`src/rtl/uart_tx_fsm.sv`:
```
`default_nettype none
// ============================================================================
// Module      : uart_tx_fsm
// Description : UART transmit controller that steps start, LSB-first data,
//               optional parity and stop bits one per clock.
//               Define UART_TX_PARITY_EN to enable the parity bit.
// Revision    : 1.0 - initial release
// ============================================================================
module uart_tx_fsm #(
    parameter int DATA_WIDTH = 8
) (
    input  logic                  CLK,
    input  logic                  RST,
    input  logic [DATA_WIDTH-1:0] P_DATA,
    input  logic                  DATA_VALID,
    input  logic                  PAR_EN,
    input  logic                  PAR_TYP,
    output logic [1:0]            mux_sel,
    output logic                  ser_data,
    output logic                  par_bit,
    output logic                  busy
);

    localparam int CNT_W = (DATA_WIDTH > 1) ? $clog2(DATA_WIDTH) : 1;
    localparam logic [CNT_W-1:0] C_LAST = CNT_W'(DATA_WIDTH - 1);

    typedef enum logic [2:0] {
        ST_IDLE   = 3'd0,
        ST_START  = 3'd1,
        ST_DATA   = 3'd2,
        ST_PARITY = 3'd3,
        ST_STOP   = 3'd4
    } state_t;

    state_t                r_state;
    state_t                w_state_nxt;
    logic [CNT_W-1:0]      r_cnt;
    logic [CNT_W-1:0]      w_cnt_nxt;
    logic [DATA_WIDTH-1:0] r_data;
    logic                  r_ser_hold;
    logic                  w_load;

`ifdef UART_TX_PARITY_EN
    logic r_par_en;
    logic r_par_typ;
    logic r_par_hold;
    logic w_par_calc;
`else
    logic w_unused;
    assign w_unused = ^{PAR_EN, PAR_TYP};
`endif

    // Next-state logic; any encoding not listed falls back to IDLE
    always_comb begin
        w_state_nxt = ST_IDLE;
        w_cnt_nxt   = r_cnt;
        w_load      = 1'b0;
        case (r_state)
            ST_IDLE: begin
                if (DATA_VALID) begin
                    w_state_nxt = ST_START;
                    w_load      = 1'b1;
                end else begin
                    w_state_nxt = ST_IDLE;
                end
            end
            ST_START: begin
                w_state_nxt = ST_DATA;
                w_cnt_nxt   = '0;
            end
            ST_DATA: begin
                if (r_cnt == C_LAST) begin
                    w_cnt_nxt = '0;
`ifdef UART_TX_PARITY_EN
                    w_state_nxt = r_par_en ? ST_PARITY : ST_STOP;
`else
                    w_state_nxt = ST_STOP;
`endif
                end else begin
                    w_state_nxt = ST_DATA;
                    w_cnt_nxt   = r_cnt + CNT_W'(1);
                end
            end
`ifdef UART_TX_PARITY_EN
            ST_PARITY: w_state_nxt = ST_STOP;
`endif
            ST_STOP:   w_state_nxt = ST_IDLE;
            default: begin
                w_state_nxt = ST_IDLE;
                w_cnt_nxt   = '0;
            end
        endcase
    end

    always_ff @(posedge CLK or negedge RST) begin
        if (!RST) begin
            r_state    <= ST_IDLE;
            r_cnt      <= '0;
            r_data     <= '0;
            r_ser_hold <= 1'b0;
        end else begin
            r_state <= w_state_nxt;
            r_cnt   <= w_cnt_nxt;
            if (w_load) begin
                r_data <= P_DATA;
            end
            if (r_state == ST_DATA) begin
                r_ser_hold <= r_data[r_cnt];
            end
        end
    end

    // Outputs track the current bit while selected and hold it afterwards
    assign ser_data = (r_state == ST_DATA) ? r_data[r_cnt] : r_ser_hold;
    assign busy     = (r_state != ST_IDLE);

    always_comb begin
        mux_sel = 2'b01;
        case (r_state)
            ST_START:  mux_sel = 2'b00;
            ST_DATA:   mux_sel = 2'b10;
`ifdef UART_TX_PARITY_EN
            ST_PARITY: mux_sel = 2'b11;
`endif
            default:   mux_sel = 2'b01;
        endcase
    end

`ifdef UART_TX_PARITY_EN
    assign w_par_calc = (^r_data) ^ r_par_typ;

    always_ff @(posedge CLK or negedge RST) begin
        if (!RST) begin
            r_par_en   <= 1'b0;
            r_par_typ  <= 1'b0;
            r_par_hold <= 1'b0;
        end else begin
            if (w_load) begin
                r_par_en  <= PAR_EN;
                r_par_typ <= PAR_TYP;
            end
            if (r_state == ST_PARITY) begin
                r_par_hold <= w_par_calc;
            end
        end
    end

    assign par_bit = (r_state == ST_PARITY) ? w_par_calc : r_par_hold;
`else
    assign par_bit = 1'b0;
`endif

endmodule
`default_nettype wire

```
`config.mk`:
```
export PLATFORM = sky130hd
export DESIGN_NAME = uart_tx_fsm
export DESIGN_NICKNAME = d
export VERILOG_FILES = /design/src/rtl/uart_tx_fsm.sv
export SDC_FILE = /design/constraint.sdc
export NUM_CORES = 1
export LEC_CHECK = 0
export ABC_AREA = 0
export ABC_CLOCK_PERIOD_IN_PS = 2100
export CAP_MARGIN = 10
export CORE_MARGIN = 2
export CORE_UTILIZATION = 47
export CTS_CLUSTER_DIAMETER = 120
export DETAILED_ROUTE_END_ITERATION = 8
export GPL_TIMING_DRIVEN = 0
export PLACE_DENSITY_LB_ADDON = 0.12
export SLEW_MARGIN = 25
export SYNTH_ARGS = -nofsm -noshare
export SYNTH_HDL_FRONTEND = slang
export SYNTH_SLANG_ARGS = --single-unit
```
`constraint.sdc`:
```
create_clock -name CLK -period 2.1 [get_ports CLK]
set_input_delay 0.525 -clock CLK [delete_from_list [all_inputs] [get_ports CLK]]
set_output_delay 0.525 -clock CLK [all_outputs]
set_load 0.05 [all_outputs]
```
======== Yosys cells after proc, flatten, opt, wreduce, memory -nomap -nowiden ========
Index checks and enable logic that the tools add are counted.
storage, ports and cells
  input port bits ......................... 13
  register bits after elaboration ......... 15
operators by class
  add/subtract/negate cells ............... 1
  magnitude comparators ................... 1
  reduce and logical (&&, ||, !) cells .... 3
  equality and inequality tests ........... 4
  muxes and demuxes ....................... 11
operators with widths
  operator               number
  $pmux W3 S3            1
  $eq A3 B3 Y1 const B   2
  $mux W3                2
  $pmux W3 S2            1
  $mux W1                5
  $lt A3 B4 Y1 const B   1
  $pmux W2 S2            1
  $add A3 B1 Y3 const B  1
  $bmux W1 S3            1
  $eq A3 B1 Y1 const B   1
  $eq A3 B2 Y1 const B   1
  $logic_not A3 Y1       1
  $reduce_bool A3 Y1     1
  $reduce_or A2 Y1       1

======== Longest topological paths before layout ========
  depth after elaboration ................. 3
  mapped depth ............................ 5
  gate-level depth less buffers ........... 5

======== Worst setup path after synthesis ========
OpenSTA, ideal clock, no wires.
  path kind ............................... register to output
  start point ............................. register r_state[0]
  end point ............................... output ser_data
  stages on the path, launching flop included .. 4
  data arrival time ....................... 2.811 ns
  setup slack ............................. -1.236 ns
  required time ........................... 1.575 ns
  path through ............................ dfrtp_1 > buf_2 > nor3b_1 > mux2i_1
between the ends
  word-level cells in the longest chain between the ends .. 2
RTL lines
  item                      line  source
  start: declaration        35    state_t r_state;
  start signal: assignment  102   r_state <= w_state_nxt;
  $eq A3 B2 Y1              114   assign ser_data = (r_state == ST_DATA) ? r_data[r_cnt] : r_ser_hold;
  $mux W1                   n/a
  end: declaration          19    output logic ser_data,
No other way between the ends.

======== Final worst setup path ========
  start point ............................. register r_cnt[0]
  end point ............................... output ser_data
between the ends
  word-level cells in the longest chain between the ends .. 3
RTL lines
  item                           line  source
  start: declaration             37    logic [CNT_W-1:0] r_cnt;
  start signal: assignment       103   r_cnt <= w_cnt_nxt;
  $bmux W1 S3                    114
  $mux W1 (implied by the code)  114
  $mux W1                        n/a
No other way between the ends. The select of a mux whose other input is x is not followed.

==> results.json <==
{
  "wl_per_cell_um": 11.6,
  "syn2layout_area_growth_pct": 29.7,
  "grt_first_pass_wirelength_um": 1940,
  "worstMarginPinSlew_ps": 647,
  "grt_overflow": 0,
  "hp-class": "reg2reg",
  "r2r_cells": 4,
  "root_buffer": "clkbuf_4",
  "maxCapViolCount": 0,
  "swShare_pct": 41.0,
  "yosys_warnings": 0,
  "ys_seq_area_share_pct": 50.8,
  "final_cells": 91,
  "n_antenna_cell": 0,
  "p_comb_share_pct": 57.2,
  "port_buffers": 14,
  "finalWirelength_um": 1060,
  "drv_slew": 0,
  "max_freq_mhz": 440,
  "place.gp.congestion": 0.684,
  "clk_latency_ps": 290,
  "p_int_w": 0.000928,
  "clkPwrFrac_pct": 10.2,
  "clkTransAtPathRegs_ps": 90,
  "fp.coreArea_um2": 1490,
  "die_h_um": 43.6,
  "setup_violations": 1,
  "hold_end": "r_data[3]",
  "critPathKind": "reg2out",
  "grt_pass1_vias": 451,
  "total_power_w": 0.00157,
  "holdPathStages": 1,
  "hp-start": "r_data[3]",
  "cts_buffers": 3,
  "start_util_pct": 49.6,
  "fin_crit_ps": 2270,
  "vias_per_cell": 5.11,
  "antenna_found_initial": 0,
  "slew_headroom_pct": 56.8,
  "hold_violations": 0,
  "p_leak_nw": 0.449,
  "fill_cells": 134,
  "fin_setup_tns_ps": -175,
  "cts_sinks": 15,
  "worstReg2RegEnd": "r_data[5]",
  "crit_path_start_kind": "flop",
  "die_x_um": 43.6,
  "holdWs_ps": 516,
  "dp_hpwl_um": 815,
  "clockBufferDepth": 2,
  "layout_commonest_cell": "dfrtp_1",
  "violations": "setup timing",
  "syn-cell-area_um2": 738,
  "crit_arrival_ps": 1750,
  "r2r_slack_ps": 530,
  "first_pass_iters": 2,
  "placedCellCount": 87,
  "cp.required_ps": 1570,
  "dieArea_um2": 1900,
  "cts_hold_buf": 0,
  "drc_errors": 0,
  "vias": 465,
  "tritoncts": "done",
  "avgSynthCellArea_um2": 13.0,
  "crit_fanout": 6,
  "synthCells": 57,
  "peakVddDrop_mv": 0.863,
  "synth_cell_types": 21,
  "ant_nets": 0,
  "post-route-period-util_pct": 108,
  "rr_startpoint": "r_state[1]",
  "rsz0062_at_grt": "true",
  "finClkSkew_ps": 6.37,
  "drive_gt1_share_pct": 33.3,
  "final_net_count": 91,
  "status": "complete, but fails checks",
  "final_cell_mix": "dfrtp_1 (14), clkdlybuf4s50_1 (10), mux2_2 (8), mux2i_1 (6), nor2_1 (5)",
  "ys_ff_latch": 15,
  "htreeDepth": 1,
  "cp-end-kind": "output pin",
  "drt_iter0_drc": 1,
  "placementRows": 14,
  "io_pins": 18,
  "grt_util_all_layers_pct": 14.4,
  "syn_nets": 72,
  "setup_slack_ps": -175,
  "power_switching_w": 0.000645,
  "power_frac_seq_pct": 32.6,
  "grt_max_degree": 16,
  "p_per_area_nw_per_um2": 1640
}
## worst max path at each step
| stage | from | to | slack [ps] |
|---|---|---|---|
| 2_1_floorplan | r_state[0] | ser_data | -40 |
| 6_report | r_cnt[0] | ser_data | -170 |
| 5_1_grt | r_cnt[0] | ser_data | -260 |
| 3_3_place_gp | r_cnt[0] | ser_data | -570 |
| 3_5_place_dp | r_cnt[0] | ser_data | -580 |
| 4_1_cts | r_cnt[0] | ser_data | -200 |
## cell type report
cell class                      count  area [um2]  area share [%]
Timing Repair Buffer               15         145            15.2
Sequential cell                    15         377            39.3
Tap cell                           16        20.0            2.09
Buffer                              3        30.0            3.14
Multi-Input combinational cell     36         350            36.6
Clock buffer                        3        22.5            2.35
Inverter                            2        7.51           0.784
Clock inverter                      1        5.00           0.523
## cells by family (layout without fill, tap and decap cells)
kind of cell / Yosys count / after routing / synth area share, %
xor+xnor: 1 / 1 / 1.19
flops: 15 / 15 / 50.8
fa+ha+maj: 2 / 2 / 3.39
mux: 16 / 16 / 24.7
compound gates: 2 / 2 / 1.36
other cells: 1 / 1 / 0.508
buf+inv: 6 / 24 / 4.92
simple gates: 14 / 14 / 13.1
## cells in the mapped netlist
| library cell | count | area, um2 |
|---|---|---|
| mux2i_1 | 7 | 70.1 |
| nor3b_1 | 1 | 7.51 |
| inv_1 | 2 | 7.51 |
| nand2b_1 | 1 | 6.26 |
| conb_1 | 1 | 3.75 |
| or3_4 | 1 | 11.3 |
| xor2_1 | 1 | 8.76 |
| buf_2 | 2 | 10.0 |
| mux4_2 | 1 | 22.5 |
| mux2_2 | 8 | 90.1 |
| nor2b_1 | 1 | 6.26 |
| and2_1 | 1 | 6.26 |
| dfrtp_1 | 15 | 375 |
| ha_1 | 2 | 25.0 |
| nor2_8 | 1 | 20.0 |
| nor3_1 | 1 | 5.00 |
| a21oi_1 | 2 | 10.0 |
| buf_6 | 1 | 11.3 |
| buf_4 | 1 | 7.51 |
| nor2_1 | 5 | 18.8 |
| and2b_1 | 2 | 15.0 |
## power by group through the flow
stage	clock [W]	sequential (W)	combinational [W]
after floorplan	0	0.000479	0.000744
after global placement	0	0.000495	0.000922
after detailed placement	0	0.000501	0.000935
after CTS	0.000167	0.000517	0.000895
after global routing	0.000183	0.000532	0.000981
final	0.000161	0.000513	0.000899
## flip-flops by register name (all words and copies together) (netlist names)
register,flops
r_data,8
r_state,3
r_cnt,3
r_ser_hold,1
## critical path, cell delays in order, from the launching register on
cell and delay (ps):
dfrtp_2 480, mux2i_1 140, mux4_2 500, mux2i_4 160, buf_6 180
## layer usage
metal	vias to the layer above	track usage, %	routed length, um
met5	-	0	0
met3	3	5.00	58
met2	12	20.9	500
met1	225	18.4	474
met4	0	9.09	25
li1	225	-	-
## repair_timing
action / CTS / global route
gates cloned: 0 / 0
setup buffers: 0 / 1
resized for setup: 17 / 1
setup endpoints to repair: 4 / 2
## per-stage QoR
stage               utilization (%)  area (um2)  setup WS (ps)
floorplan                         -         768          -44.3
global placement               62.4         928           -565
detailed placement             62.4         928           -578
CTS                            63.7         948           -196
global route                   64.3         957           -256
finish                         64.3         957           -175
Note: power is estimated with default switching activity, not from simulation.
